**config.mk**
```make
export PLATFORM = sky130hd
export DESIGN_NAME = rdma_rtt_tracker
export DESIGN_NICKNAME = d
export VERILOG_FILES = /design/src/rtl/lynxTypes.sv /design/src/rtl/rdma_ts_ram.sv /design/src/rtl/rdma_rtt_tracker.sv
export SDC_FILE = /design/constraint.sdc
export NUM_CORES = 2
export LEC_CHECK = 0
export CAP_MARGIN = 20
export CORE_MARGIN = 2
export CORE_UTILIZATION = 55
export CTS_CLUSTER_SIZE = 24
export DETAILED_ROUTE_END_ITERATION = 16
export PLACE_DENSITY = 0.71
export SYNTH_ARGS = -nofsm -noshare
export SYNTH_HDL_FRONTEND = slang
export SYNTH_SLANG_ARGS = --single-unit
```
**constraint.sdc**
```tcl
create_clock -name aclk -period 7.4 [get_ports aclk]
set_clock_uncertainty 0.15 [all_clocks]
set_input_delay 1.48 -clock aclk [delete_from_list [all_inputs] [get_ports aclk]]
set_output_delay 1.48 -clock aclk [all_outputs]
set_load 0.02 [all_outputs]
```
**src/rtl/lynxTypes.sv**
```systemverilog
// Shared RDMA widths and the ack-pipeline stage record used by the RTT tracker.
package lynxTypes;

  localparam int unsigned RDMA_PSN_BITS  = 24;
  localparam int unsigned RTT_TS_BITS    = 32;
  localparam int unsigned RTT_DEPTH_BITS = 6;

  typedef struct packed {
    logic                      valid;
    logic [RTT_DEPTH_BITS-1:0] idx;
    logic [RTT_TS_BITS-1:0]    sample_ts;
  } ack_stage_t;

endpackage

```
**src/rtl/rdma_ts_ram.sv**
```systemverilog
// Timestamp table: one write port, one read port. The read address arrives already
// registered from the ack pipeline stage, so the read is synchronous to the ACK.
module rdma_ts_ram #(
  parameter int unsigned ADDR_BITS = 6,
  parameter int unsigned DATA_BITS = 32
) (
  input  logic                 aclk,
  input  logic                 wr_en,
  input  logic [ADDR_BITS-1:0] wr_addr,
  input  logic [DATA_BITS-1:0] wr_data,
  input  logic [ADDR_BITS-1:0] rd_addr,
  output logic [DATA_BITS-1:0] rd_data
);

  logic [DATA_BITS-1:0] mem [2**ADDR_BITS];

  always_ff @(posedge aclk) begin
    if (wr_en) mem[wr_addr] <= wr_data;
  end

  assign rd_data = mem[rd_addr];

endmodule

```
**src/rtl/rdma_rtt_tracker.sv**
```systemverilog
// Per-PSN transmit timestamping, window gating and cumulative-ACK RTT measurement
// feeding the SWIFT congestion controller.
module rdma_rtt_tracker
  import lynxTypes::*;
#(
  parameter int unsigned PSN_BITS   = RDMA_PSN_BITS,
  parameter int unsigned DEPTH_BITS = RTT_DEPTH_BITS,
  parameter int unsigned TS_BITS    = RTT_TS_BITS
) (
  input  logic                  aclk,
  input  logic                  aresetn,
  input  logic                  tx_valid,
  output logic                  tx_ready,
  input  logic [PSN_BITS-1:0]   tx_psn,
  input  logic                  ack_valid,
  input  logic [PSN_BITS-1:0]   ack_psn,
  input  logic [31:0]           cwnd,
  output logic [TS_BITS-1:0]    rtt,
  output logic                  ack_event,
  output logic [DEPTH_BITS:0]   inflight,
  output logic                  stale_ack,
  output logic                  seq_err
);

  localparam int unsigned CNT_BITS = DEPTH_BITS + 1;
  localparam logic [CNT_BITS-1:0] MAX_WIN = CNT_BITS'(2**DEPTH_BITS);

  logic [TS_BITS-1:0]  ts_cnt_q;
  logic [CNT_BITS-1:0] inflight_q, inflight_d, win;
  logic [PSN_BITS-1:0] oldest_q, oldest_d, next_psn, ack_dist;
  logic                tx_fire, ack_ok, seq_err_d;
  logic [TS_BITS-1:0]  rtt_q, rd_ts;
  logic                ack_event_q, stale_q, seq_err_q;
  ack_stage_t          stage_d, stage_q;

  always_comb begin
    if (cwnd == 32'd0) begin
      win = CNT_BITS'(1);
    end else if (cwnd >= 32'(MAX_WIN)) begin
      win = MAX_WIN;
    end else begin
      win = cwnd[CNT_BITS-1:0];
    end
  end

  assign tx_ready = inflight_q < win;
  assign tx_fire  = tx_valid && tx_ready;
  assign next_psn = oldest_q + PSN_BITS'(inflight_q);
  assign ack_dist = ack_psn - oldest_q;
  assign ack_ok   = ack_valid && (inflight_q != '0) && (ack_dist < PSN_BITS'(inflight_q));
  assign seq_err_d = tx_fire && (inflight_q != '0) && (tx_psn != next_psn);

  always_comb begin
    inflight_d = inflight_q;
    oldest_d   = oldest_q;
    if (tx_fire) begin
      inflight_d = inflight_d + CNT_BITS'(1);
      if (inflight_q == '0) oldest_d = tx_psn;
    end
    // ack_dist < inflight here, so its low CNT_BITS bits hold the whole distance
    if (ack_ok) begin
      inflight_d = inflight_d - ack_dist[CNT_BITS-1:0] - CNT_BITS'(1);
      oldest_d   = ack_psn + PSN_BITS'(1);
    end
  end

  always_comb begin
    stage_d           = '0;
    stage_d.valid     = ack_ok;
    stage_d.idx       = ack_psn[DEPTH_BITS-1:0];
    stage_d.sample_ts = ts_cnt_q;
  end

  always_ff @(posedge aclk) begin
    if (!aresetn) begin
      ts_cnt_q    <= '0;
      inflight_q  <= '0;
      oldest_q    <= '0;
      stage_q     <= '0;
      rtt_q       <= '0;
      ack_event_q <= 1'b0;
      stale_q     <= 1'b0;
      seq_err_q   <= 1'b0;
    end else begin
      ts_cnt_q    <= ts_cnt_q + TS_BITS'(1);
      inflight_q  <= inflight_d;
      oldest_q    <= oldest_d;
      stage_q     <= stage_d;
      ack_event_q <= stage_q.valid;
      if (stage_q.valid) rtt_q <= stage_q.sample_ts - rd_ts;
      stale_q     <= ack_valid && !ack_ok;
      seq_err_q   <= seq_err_q | seq_err_d;
    end
  end

  rdma_ts_ram #(
    .ADDR_BITS (DEPTH_BITS),
    .DATA_BITS (TS_BITS)
  ) u_ts_ram (
    .aclk    (aclk),
    .wr_en   (tx_fire),
    .wr_addr (tx_psn[DEPTH_BITS-1:0]),
    .wr_data (ts_cnt_q),
    .rd_addr (stage_q.idx),
    .rd_data (rd_ts)
  );

  assign rtt       = rtt_q;
  assign ack_event = ack_event_q;
  assign inflight  = inflight_q;
  assign stale_ack = stale_q;
  assign seq_err   = seq_err_q;

endmodule

```
==> impl_results.md <==
- Outcome: finished, final reports clean
- H-tree Lvls: 4
- Root buffer cell: clkbuf_16
- Initial antenna violation count: 13
- WL per Instance: between 30 and 40 µm
- Worst Tran Pin Value: between 1000 and 1500 ps
- Final hold viol count: 0
- DRC viols: 0
- Post-synth cell types: 78
- Number of DRC markers in iteration 0: 5531
- FILL cells: ~11000
- Fin Setup TNS: 0 ps
- Max Clock Freq: 162 MHz
- Global-route wire length before repair: 319000 µm
- Mapped cell area: 88200 µm²
- Hpwl dp: 134000 µm
- P_leak: 32.2 nW
- Final Cycle Share: between 80% and 90%
- Vias in the first global route: 45034
- CTS Buf Count: 209
- Global route overflow: 0
- Register area share after synthesis: between 70 and 80%
- Pwr Density: 254 nW/µm²
- GRT Resource Usage Total: 27.3%
- Final Max Slew Viols: 0
- Vias/cell: 6.59
- Die area: approximately 160000 µm²
- Area growth, synth to finish: 14.0%
- Starting Density: 55.5%
- CTS Sinks: 2185
- Slew headroom: between 20% and 30%
- Worst VDD drop: 0.222 mV
- Share of cells above drive strength 1: 27.2%
- FFs w/ async S/R, synth: 0%
- Startpoint Class: input port
- Yosys reg bits: 2185
- Critical Path Sink Type: primary output
- DR vias: 45100
- Largest net degree at the start of global routing: 87
- Crit path arrival time: about 4500 ps
- Port Buf Inserts: 126
- Final GP Congestion: slightly below 0.9
- WL final: 220000 µm
- Most used DFF post-synth: edfxtp_1
- Finished Layout Cells: 6843
- Die Wd: 404 µm
- Worst-path clk slew: 60 ps
- First drt pass iteration count: 5
- Inst Count DP: between 6000 and 7000
- Final Setup Violations: 0
- Syn_area_per_cell: between 20 and 25 µm²
- Post-Synthesis Cells: approximately 4300
- Post-synth EDFFs: 2048
- DIE HEIGHT: 404 µm
- Clk buf depth: 3
- Top Ports: 127
- Post-route ant nets: 0
- Hold buffer count at cts: 0
- Post-CTS Resized: 0
- Path type of the worst setup path: in -> out
- Site row count: 146
- Worst hold path class: reg -> reg
- Overall power: 25.5 mW
- Unrepaired setup endpoints after global routing: false
- Post CTS Setup Buffer Count: 0
- CTS tree: built
- Yosys Warn Count: 0
- Required time worst endpoint: 5770 ps
- Nets: 4764
- Core footprint: ~160000 µm²
- Final Critical Period: between 6000 and 7000 ps
- Clk_lat worst skew: 850 ps
- Syn nets: 4440
- CP max FO: 6
- Maxcap violations: 0
synth_stat cells (8+ instances only):
cell type / count / share of area (%)
nand2b_1: 11 / 0.078
nand4_1: 49 / 0.35
mux4_2: 666 / 17
buf_1: 21 / 0.089
o211ai_1: 30 / 0.26
or3_1: 21 / 0.15
nand3_1: 61 / 0.35
or2_2: 8 / 0.057
inv_1: 87 / 0.37
nor4_1: 12 / 0.085
nand2_1: 69 / 0.29
o21ai_0: 41 / 0.23
o21a_1: 12 / 0.10
a21oi_1: 62 / 0.35
a31oi_1: 12 / 0.085
and3_1: 32 / 0.23
buf_2: 58 / 0.33
clkbuf_1: 117 / 0.50
nor2_1: 175 / 0.75
buf_4: 11 / 0.094
mux2i_1: 31 / 0.35
o311ai_1: 8 / 0.079
nor3_1: 28 / 0.16
xnor2_1: 61 / 0.61
a21o_1: 40 / 0.34
o2111ai_1: 10 / 0.099
ha_1: 85 / 1.2
and2_1: 45 / 0.32
nor2b_1: 18 / 0.13
nand3b_1: 27 / 0.23
dfxtp_1: 137 / 3.1
edfxtp_1: 2048 / 70
xor2_1: 48 / 0.48
a211oi_1: 15 / 0.13
and4_1: 9 / 0.089
mux2_2: 8 / 0.10
where the power goes:
| group | internal, mW | switching (mW) | total [mW] |
|---|---|---|---|
| Clock | 5.95 | 4.56 | 10.5 |
| Sequential | 13.4 | 0.0571 | 13.5 |
| Combinational | 0.688 | 0.874 | 1.56 |
worst max-delay path, stage by stage:
cell             delay [ps]
clkdlybuf4s50_1         410
nor4_1                  350
nand4_1                 190
nor2_1                  320
nand2_1                 120
ha_1                    310
a221oi_1                290
a21oi_1                 170
a211oi_1                240
clkdlybuf4s50_1         660
metrics by stage:
| step | utilization [%] | hold slack (ps) | setup slack [ps] | cell area, µm² |
|---|---|---|---|---|
| final | 63.3 | 330 | 1230 | 101000 |
| after CTS | 63.3 | 333 | 1170 | 101000 |
| after global placement | 59.1 | 311 | 857 | 93700 |
| after detailed placement | 59.1 | 318 | 808 | 93700 |
| after floorplan | - | 343 | 1560 | 88200 |
| after global routing | 63.3 | 350 | 962 | 101000 |
kinds of logic after synthesis:
group | count (synthesis) | share of synthesized area (%)
muxes | 706 | 17.5
adders and majority gates | 89 | 1.30
AOI/OAI and AO/OA | 295 | 2.39
DFF | 2185 | 72.9
and+or+nand+nor | 586 | 3.45
buffers and inverters | 297 | 1.42
xor gates and xnor gates | 109 | 1.08
state kept, by name, indices dropped and copies added (netlist names), named ones only:
signal        flops
u_ts_ram.mem   2048
stage_q          33
rtt              32
ts_cnt_q         32
oldest_q         24
inflight          7
ack_event         1
seq_err           1
stale_ack         1
final cells by class:
| type | instances | area (µm²) | share of cell area [%] |
|---|---|---|---|
| Clock buffer | 265 | 5550 | 5.52 |
| Sequential cell | 2185 | 64300 | 64.0 |
| Antenna cell | 2 | 5.00 | 0.00498 |
| Inverter | 87 | 328 | 0.326 |
| Timing Repair Buffer | 323 | 3360 | 3.35 |
| Clock inverter | 124 | 1200 | 1.20 |
| Multi-Input combinational cell | 1785 | 23200 | 23.0 |
| Tap cell | 2072 | 2590 | 2.58 |
per-layer routing:
| layer | track usage (%) | vias to the layer above | part of all wire [%] |
|---|---|---|---|
| li1 | - | 18482 | - |
| met1 | 38.9 | 23761 | 39 |
| met5 | 0 | - | 0.0059 |
| met3 | 4.72 | 379 | 9.3 |
| met2 | 43.7 | 2476 | 49 |
| met4 | 8.97 | 2 | 3.2 |
cells in the final DEF, fill, tap and decap left out, types with 21 or more instances in the layout:
cell	Yosys	final
a21o_1	40	40
a21oi_1	62	62
and2_1	45	45
and3_1	32	32
buf_12	0	50
buf_4	11	148
clkbuf_1	117	47
clkbuf_16	0	211
clkdlybuf4s50_1	0	125
clkinv_1	0	50
clkinv_2	0	38
dfxtp_1	137	98
dfxtp_2	0	34
edfxtp_1	2048	2048
ha_1	85	85
inv_1	87	86
mux2i_1	31	31
mux4_2	666	666
nand2_1	69	69
nand3_1	61	61
nand3b_1	27	27
nand4_1	49	49
nor2_1	175	111
nor2_4	0	64
nor3_1	28	28
o211ai_1	30	30
o21ai_0	41	41
or3_1	21	21
xnor2_1	61	61
xor2_1	48	48
final timing paths:
check / start / to / slack, ps / depth (start not counted)
setup / recovery: cwnd[31] / tx_ready / 1230 / 10
hold / removal: rtt[11] / rtt[11] / 330 / 2
setup reg to reg: register / rtt[27] / 1250 / 15
hold reg to reg: rtt[11] / rtt[11] / 330 / 2
Note: power is estimated with default switching activity, not from simulation.
